<file path="src/rtl/factorial_seq_pkg.sv">
// Shared definitions for the sequential math engines: FSM encoding and default widths.
package factorial_seq_pkg;

    localparam int N_W_DEF = 6;
    localparam int Z_W_DEF = 16;

    typedef enum logic [1:0] {
        ST_IDLE = 2'd0,
        ST_CALC = 2'd1,
        ST_DONE = 2'd2
    } state_t;

endpackage

</file>
<file path="src/rtl/factorial_seq_fact_mul.sv">
// Combinational Z_W x (N_W+1) unsigned multiplier: truncated product plus a flag
// telling whether any bit above the low Z_W was set.
module fact_mul #(
    parameter int N_W = 6,
    parameter int Z_W = 16
) (
    input  logic [Z_W-1:0] i_a,
    input  logic [N_W:0]   i_b,
    output logic [Z_W-1:0] o_lo,
    output logic           o_ovf_bit
);

    logic [Z_W+N_W:0] w_full;

    assign w_full    = {{(N_W+1){1'b0}}, i_a} * {{Z_W{1'b0}}, i_b};
    assign o_lo      = w_full[Z_W-1:0];
    assign o_ovf_bit = |w_full[Z_W+N_W:Z_W];

endmodule

</file>
<file path="src/rtl/factorial_seq.sv">
// Sequential factorial engine: z = n! with one multiply per clock, start/done handshake,
// busy flag and sticky overflow detection.
module factorial_seq
    import factorial_seq_pkg::*;
#(
    parameter int N_W = N_W_DEF,
    parameter int Z_W = Z_W_DEF
) (
    input  logic           clk,
    input  logic           rst_n,
    input  logic           start,
    input  logic [N_W-1:0] n,
    output logic           busy,
    output logic           done,
    output logic [Z_W-1:0] z,
    output logic           ovf,
    output logic [1:0]     dbg_state
);

    // Handshake: start is sampled on each rising edge and accepted only while busy==0
    // (IDLE or DONE); done is a single-cycle pulse marking z/ovf valid, and both stay
    // stable until the next accepted start completes.
    state_t           r_state;
    state_t           w_state_nxt;
    logic [N_W-1:0]   r_n_q;
    logic [N_W:0]     r_cnt;
    logic [Z_W-1:0]   r_acc;
    logic [Z_W-1:0]   r_z;
    logic             r_ovf;
    logic             r_ovf_run;
    logic             r_busy;
    logic             r_done;

    logic             w_accept;
    logic             w_finish;
    logic [Z_W-1:0]   w_prod_lo;
    logic             w_prod_ovf;

    assign w_accept = start && (r_state != ST_CALC);
    assign w_finish = r_cnt > {1'b0, r_n_q};

    fact_mul #(
        .N_W (N_W),
        .Z_W (Z_W)
    ) u_mul (
        .i_a       (r_acc),
        .i_b       (r_cnt),
        .o_lo      (w_prod_lo),
        .o_ovf_bit (w_prod_ovf)
    );

    always_ff @(posedge clk or negedge rst_n) begin
        if (!rst_n) begin
            r_state <= ST_IDLE;
        end else begin
            r_state <= w_state_nxt;
        end
    end

    always_comb begin
        w_state_nxt = r_state;
        case (r_state)
            ST_IDLE: if (start) w_state_nxt = ST_CALC;
            ST_CALC: if (w_finish) w_state_nxt = ST_DONE;
            ST_DONE: w_state_nxt = start ? ST_CALC : ST_IDLE;
            default: w_state_nxt = ST_IDLE;
        endcase
    end

    // Overflow accumulates in r_ovf_run; the visible ovf only moves together with z.
    always_ff @(posedge clk or negedge rst_n) begin
        if (!rst_n) begin
            r_n_q     <= '0;
            r_cnt     <= '0;
            r_acc     <= '0;
            r_z       <= '0;
            r_ovf     <= 1'b0;
            r_ovf_run <= 1'b0;
            r_busy    <= 1'b0;
            r_done    <= 1'b0;
        end else begin
            r_done <= 1'b0;
            if (r_state == ST_CALC) begin
                if (w_finish) begin
                    r_z    <= r_acc;
                    r_ovf  <= r_ovf_run;
                    r_done <= 1'b1;
                    r_busy <= 1'b0;
                end else begin
                    r_acc     <= w_prod_lo;
                    r_ovf_run <= r_ovf_run | w_prod_ovf;
                    r_cnt     <= r_cnt + 1'b1;
                end
            end else if (w_accept) begin
                r_n_q     <= n;
                r_acc     <= Z_W'(1);
                r_cnt     <= (N_W+1)'(1);
                r_ovf_run <= 1'b0;
                r_busy    <= 1'b1;
            end
        end
    end

    assign busy      = r_busy;
    assign done      = r_done;
    assign z         = r_z;
    assign ovf       = r_ovf;
    assign dbg_state = r_state;

endmodule

</file>
<file path="config.mk">
export PLATFORM = sky130hd
export DESIGN_NAME = factorial_seq
export DESIGN_NICKNAME = d
export VERILOG_FILES = /design/src/rtl/factorial_seq_pkg.sv /design/src/rtl/factorial_seq_fact_mul.sv /design/src/rtl/factorial_seq.sv
export SDC_FILE = /design/constraint.sdc
export NUM_CORES = 1
export LEC_CHECK = 0
export CORE_MARGIN = 2
export CORE_UTILIZATION = 25
export DETAILED_ROUTE_END_ITERATION = 10
export SETUP_SLACK_MARGIN = 0.2
export SLEW_MARGIN = 5
export SYNTH_ARGS = -nofsm -noshare
export SYNTH_HDL_FRONTEND = slang
export SYNTH_SLANG_ARGS = --single-unit
</file>
<file path="constraint.sdc">
create_clock -name clk -period 12.2 [get_ports clk]
set_input_delay 2.44 -clock clk [delete_from_list [all_inputs] [get_ports clk]]
set_output_delay 2.44 -clock clk [all_outputs]
set_load 0.1 [all_outputs]
</file>
# Word-level counts from Yosys, hierarchy flattened
# Cells that the tools add are included.
# word_totals
n_memories	0
output_inout_bits	21
regBits	51
inputBits	9
mem_bits_rw	0
mem_bits_ro	0
latch_bits	0
# op_classes
order_cmp	1
n_div	0
reduce_logical	9
addsub	1
mux	18
shifts	0
mul	1
eq_ne	6
n_bitwise	2
# op_table
op	count
$mux W16	3
$mul A16 B7 Y23	1
$mux W7	3
$reduce_and A2 Y1	5
$mux W1	9
$add A7 B1 Y7 const B	1
$gt A7 B6 Y1	1
$reduce_or A7 Y1	1
$ne A2 B2 Y1 const B	3
$pmux W2 S3	1
$mux W2	2
$eq A2 B1 Y1 const B	1
$eq A2 B2 Y1 const B	1
$logic_not A2 Y1	1
$ne A2 B1 Y1 const B	1
$reduce_bool A2 Y1	1
$logic_and A1 B1 Y1	1
$not A1 Y1	1
$or A1 B1 Y1	1

# Longest topological paths before layout
# depth
ltp_word	5
depth_mapped	20

# Cells and area by module
# A second synthesis with hierarchy kept.
# hier_totals
cells_unflattened	591
hier_area_um2	5701.7
# by_module_without_submodules
mod	seq_area_each_um2	area_per_inst_um2	instances	cells_per_inst
fact_mul	0.0	3520.9	1	393
factorial_seq	1276.2	2180.8	1	198

# Worst setup path before layout
# OpenSTA, ideal clock, no wires.
# synth_timing
path_kind	register -> register
startpoint	reg r_cnt[6]
endpoint	reg r_ovf_run
path_stages_with_launch	19
synth_period_minus_slack_ns	5.132
setup_slack_ns	7.068
t_required_ns	12.069
path_buffers	2
arrival_time_ns	5.001
path_cell_list	dfrtp_1 clkbuf_1 clkbuf_1 and2_1 fa_1 fa_1 fa_1 inv_1 fa_1 inv_1 ha_1 a21o_1 a21o_1 a222oi_1 o21ai_1 o41a_1 or3_1 o21ai_1 a31oi_1
# synth_between
elab_chain_cells	5
word_cells_on_any_way	8
# synth_rtl
item	line_no	rtl
start: declaration	factorial_seq.sv:26	logic [N_W:0] r_cnt;
start signal: assignment	factorial_seq.sv:92	r_cnt <= r_cnt + 1'b1;
start signal: assignment	factorial_seq.sv:97	r_cnt <= (N_W+1)'(1);
$mul A16 B7 Y23	factorial_seq_fact_mul.sv:15	assign w_full = {{(N_W+1){1'b0}}, i_a} * {{Z_W{1'b0}}, i_b};
$reduce_or A7 Y1	factorial_seq_fact_mul.sv:17	assign o_ovf_bit = |w_full[Z_W+N_W:Z_W];
$or A1 B1 Y1	factorial_seq.sv:91	r_ovf_run <= r_ovf_run | w_prod_ovf;
$mux W1	factorial_seq.sv:84	if (w_finish) begin
$mux W1	factorial_seq.sv:83	if (r_state == ST_CALC) begin
end signal: assignment	factorial_seq.sv:91	
end: declaration	factorial_seq.sv:30	logic r_ovf_run;
# Several ways; a longest one is shown, not always the timed one. The select of a mux whose other input is x is not followed.
# A chain may end at the register's enable or synchronous reset.

# Worst setup path in the final report
# layout_timing
startpoint	reg r_cnt[4]
endpoint	reg r_ovf_run
# Same word-level chain as after synthesis.

==> impl_metrics.prom <==
# TYPE chip_impl_metric gauge
chip_impl_info{name="status",value="finished clean"} 1
chip_impl_metric{name="globalRouteOverflowTotal",unit=""} 0
chip_impl_info{name="hp-class",value="reg2reg"} 1
chip_impl_metric{name="setup-violations-final",unit=""} 0
chip_impl_info{name="unrepaired_setup_endpoints_after_global_routing",value="false"} 1
chip_impl_metric{name="clock_latency",unit="ps"} 300
chip_impl_info{name="yosys-top-cells-area",value="sky130_fd_sc_hd__fa_1, sky130_fd_sc_hd__dfrtp_1, sky130_fd_sc_hd__ha_1, sky130_fd_sc_hd__and2_1, sky130_fd_sc_hd__inv_1"} 1
chip_impl_metric{name="postCtsResizedCells",unit=""} 0
chip_impl_metric{name="critPathArrivalTime",unit="ps"} 5680
chip_impl_metric{name="design.die.area",unit="sq mm"} 0.02377
chip_impl_metric{name="synth.ff_latch_count",unit=""} 51
chip_impl_metric{name="number_of_top_level_pins",unit=""} 30
chip_impl_metric{name="yosys_warnings",unit=""} 0
chip_impl_info{name="crit_chain",value="and2_1, fa_1, fa_1, fa_1, inv_1, fa_1, inv_1, ha_1, a21o_1, a21o_1, a222oi_1, o21ai_1, o41a_1, or3_1, o21ai_1, a31oi_1"} 1
chip_impl_info{name="cp_slowest_cell",value="sky130_fd_sc_hd__dfrtp_1"} 1
chip_impl_metric{name="hpwlAfterDp",unit="microns"} 9610
chip_impl_metric{name="power.switching",unit="uW"} 632.3
chip_impl_info{name="cts_tree",value="built"} 1
chip_impl_metric{name="cts-htree-levels",unit=""} 2
chip_impl_metric{name="static-leakage-power",unit="uW"} 0.003250
chip_impl_info{name="synthFlopType",value="sky130_fd_sc_hd__dfrtp_1"} 1
chip_impl_metric{name="port_buffers",unit=""} 29
chip_impl_metric{name="antenna_violating_nets_post_route",unit=""} 0
chip_impl_metric{name="p_int",unit="uW"} 571.6
chip_impl_metric{name="routed_wirelength",unit="microns"} 12860
chip_impl_metric{name="maxSlewViolCount",unit=""} 0
chip_impl_metric{name="route.detailed.wl_per_inst",unit="microns"} 14.51
chip_impl_metric{name="swShare",unit="%"} 52.52
chip_impl_metric{name="powerDensity",unit="mW/mm^2"} 187.9
chip_impl_metric{name="global_route.usage.total",unit="%"} 11.90
chip_impl_metric{name="layout_worst_path_cycle_share",unit="%"} 45.05
chip_impl_metric{name="remaining_drc_errors",unit=""} 0
chip_impl_metric{name="tns",unit="ps"} 0
chip_impl_metric{name="detailroute.wirelength.met2",unit="microns"} 5908
chip_impl_metric{name="syn-num-nets",unit=""} 714
chip_impl_metric{name="synth_largest_type_area_fraction",unit="%"} 24.50
chip_impl_metric{name="met1Wirelength",unit="microns"} 6029
chip_impl_metric{name="chipHeight",unit="microns"} 154.2
chip_impl_metric{name="cts_sinks",unit=""} 51
chip_impl_metric{name="seq_power_share",unit="%"} 26.6
chip_impl_metric{name="clock_skew",unit="ps"} 6.135
chip_impl_metric{name="worst_reg_to_reg_setup_slack",unit="ps"} 6700
chip_impl_metric{name="synth-async-reset-ratio",unit="%"} 100.0
chip_impl_metric{name="fin_nets",unit=""} 731
chip_impl_info{name="yosysTopAreaCell",value="sky130_fd_sc_hd__fa_1"} 1
chip_impl_metric{name="period_needed",unit="ps"} 5496
chip_impl_info{name="yosysMostFrequentCell",value="sky130_fd_sc_hd__and2_1"} 1
chip_impl_metric{name="layout.filler_cells",unit=""} 2285
chip_impl_info{name="top_family_by_delay_on_critical_path",value="adder cells"} 1
chip_impl_metric{name="total_vias_in_the_final_route",unit=""} 4090
chip_impl_metric{name="max_freq",unit="GHz"} 0.1819
chip_impl_info{name="worst-setup-path-type",value="reg2reg"} 1
chip_impl_metric{name="syn-cell-area",unit="sq mm"} 0.005638
chip_impl_metric{name="antenna_found_initial",unit=""} 0
chip_impl_metric{name="synthDistinctLibCells",unit=""} 50
chip_impl_metric{name="cp.buffers_inverters",unit=""} 2
chip_impl_metric{name="placed_cells",unit=""} 878
chip_impl_metric{name="met3RoutedLength",unit="microns"} 754
chip_impl_metric{name="standard_cell_core_area",unit="sq mm"} 0.02196
chip_impl_metric{name="worst-path-max-fanout",unit=""} 21
chip_impl_info{name="cts_root_buffer",value="sky130_fd_sc_hd__clkbuf_16"} 1
chip_impl_metric{name="number_of_placement_rows",unit=""} 54
chip_impl_metric{name="post_route_cells_drive_above_1_share",unit="%"} 6.436
chip_impl_metric{name="cts_hold_buf",unit=""} 0
chip_impl_metric{name="timing.max_slew.rel_slack",unit="%"} 19.81
chip_impl_metric{name="drtIter0Drc",unit=""} 171
chip_impl_metric{name="count_of_placed_standard_cells_in_the_final_layout_fillers_left_out",unit=""} 886
chip_impl_metric{name="fp.dieW",unit="microns"} 154.2
chip_impl_metric{name="irDropWorstVdd",unit="uV"} 159.3
chip_impl_info{name="top_layer",value="met4"} 1
chip_impl_metric{name="grt_pass1_vias",unit=""} 4341
chip_impl_metric{name="initial_utilization",unit="%"} 25.68
chip_impl_metric{name="cts_made_buffers",unit=""} 5
chip_impl_metric{name="worstMarginPinSlew",unit="ps"} 1202
chip_impl_metric{name="grt_start_max_net_pins",unit=""} 52
chip_impl_metric{name="clkTransAtPathRegs",unit="ps"} 70
chip_impl_metric{name="grt_pass1_wl",unit="microns"} 22710
chip_impl_info{name="kind_of_launch_point_of_the_worst_setup_path",value="register"} 1
chip_impl_metric{name="synthesis.area_per_instance",unit="sq um"} 9.588
chip_impl_info{name="critPathMostFrequentCell",value="sky130_fd_sc_hd__fa_1"} 1
chip_impl_metric{name="seq_area_frac_synth",unit="%"} 22.64
chip_impl_metric{name="via_per_inst",unit=""} 4.616
chip_impl_metric{name="cap_viol_max_count",unit=""} 0
chip_impl_metric{name="cp_slowest_stage_delay",unit="ps"} 730
chip_impl_metric{name="final-hold-violation-count",unit=""} 0
chip_impl_metric{name="power.clock.fraction",unit="%"} 15.6
chip_impl_metric{name="ant_diodes",unit=""} 0
chip_impl_info{name="worst_setup_path_end_kind",value="register"} 1
chip_impl_metric{name="synth_enable_flop_cells",unit=""} 0
chip_impl_metric{name="post_cts.repair.setup_buffers",unit=""} 0
chip_impl_metric{name="drt_pre_antenna_iters",unit=""} 6
chip_impl_info{name="synth.cells.most_frequent",value="sky130_fd_sc_hd__and2_1, sky130_fd_sc_hd__inv_1, sky130_fd_sc_hd__fa_1"} 1
chip_impl_metric{name="synthCells",unit=""} 588
chip_impl_metric{name="power_frac_comb",unit="%"} 57.7
chip_impl_metric{name="area_growth_syn_to_layout",unit="%"} 13.63
chip_impl_metric{name="required",unit="ps"} 12380
chip_impl_metric{name="gp_congestion",unit=""} 0.8156
chip_impl_metric{name="clk_path_buf_depth",unit=""} 2
chip_impl_metric{name="hold-worst-slack",unit="ps"} 486.3
metal layers:
| layer | vias to the layer above | global-route usage, % |
|---|---|---|
| met1 | 2062 | 16.45 |
| li1 | 1928 | - |
| met5 | - | 0 |
| met3 | 15 | 2.270 |
| met4 | 0 | 1.914 |
| met2 | 85 | 19.75 |
sequential cells by signal (all words and copies together), names as in the netlist:
signal     flops
done           1
r_acc         16
ovf            1
r_n_q          6
r_cnt          7
z             16
dbg_state      2
busy           1
r_ovf_run      1
cell usage in the layout, fill, tap and decap left out, types with 4 or more instances in the layout:
cell,n
sky130_fd_sc_hd__and3_1,4
sky130_fd_sc_hd__o21a_1,5
sky130_fd_sc_hd__dfrtp_1,51
sky130_fd_sc_hd__nor2_1,14
sky130_fd_sc_hd__clkbuf_16,5
sky130_fd_sc_hd__o21ai_0,18
sky130_fd_sc_hd__a21o_1,12
sky130_fd_sc_hd__inv_1,86
sky130_fd_sc_hd__o31ai_1,6
sky130_fd_sc_hd__nor2b_1,5
sky130_fd_sc_hd__mux2_2,22
sky130_fd_sc_hd__nand2_1,52
sky130_fd_sc_hd__nand3_1,18
sky130_fd_sc_hd__xor2_1,6
sky130_fd_sc_hd__nor3_1,4
sky130_fd_sc_hd__ha_1,48
sky130_fd_sc_hd__and2_1,89
sky130_fd_sc_hd__xnor2_1,6
sky130_fd_sc_hd__clkdlybuf4s50_1,28
sky130_fd_sc_hd__fa_1,69
sky130_fd_sc_hd__a21oi_1,14
metrics by stage:
step / instance area (sq um) / setup WS, ps / util (%) / total power [uW]
2_1_floorplan: 5638 / 7068 / - / 823.0
6_report: 6406 / 6704 / 29.17 / 1204
5_1_grt: 6406 / 6377 / 29.17 / 1310
3_3_place_gp: 6213 / 6838 / 28.30 / 1016
4_1_cts: 6406 / 6658 / 29.17 / 1222
3_5_place_dp: 6213 / 6683 / 28.30 / 1028
worst paths after layout:
| path | depth (start not counted) | end | startpoint |
|---|---|---|---|
| setup reg to reg | 16 | r_ovf_run | r_cnt[4] |
| hold reg to reg | 2 | ovf | ovf |
| min in group asynchronous | 2 | r_acc[0] | rst_n |
| hold / removal | 2 | ovf | ovf |
| setup / recovery | 16 | r_ovf_run | r_cnt[4] |
| max in group asynchronous | 2 | z[15] | rst_n |
worst min-delay path, stage by stage, from the launching register on:
cell and delay (ps):
sky130_fd_sc_hd__dfrtp_1 350, sky130_fd_sc_hd__nand2_1 50, sky130_fd_sc_hd__nand2_1 50
layout make-up:
type,instances,area (sq um),share of cell area [%]
Multi-Input combinational cell,430,3964,61.88
Sequential cell,51,1276,19.92
Clock buffer,5,125.1,1.953
Inverter,86,322.8,5.039
Tap cell,280,350.3,5.469
Timing Repair Buffer,31,300.3,4.688
Clock inverter,3,67.56,1.055
logic make-up (layout without fill, tap and decap cells):
kind of cell / Yosys count / count (layout) / synth area share [%]
flip-flops: 51 / 51 / 22.64
XOR/XNOR: 12 / 12 / 1.864
buffers and inverters: 107 / 125 / 7.124
AO/OA/AOI/OAI: 78 / 78 / 9.366
adder cells (fa/ha/maj): 117 / 117 / 35.15
multiplexers: 23 / 23 / 4.572
AND/OR/NAND/NOR: 200 / 200 / 19.29
power groups by stage:
stage,clock network (uW),logic (uW),registers (uW)
CTS,195,705,322
floorplan,0,368,455
finish,188,695,321
detailed placement,0,703,325
global placement,0,695,321
global route,200,774,336
Note: power is estimated with default switching activity, not from simulation.
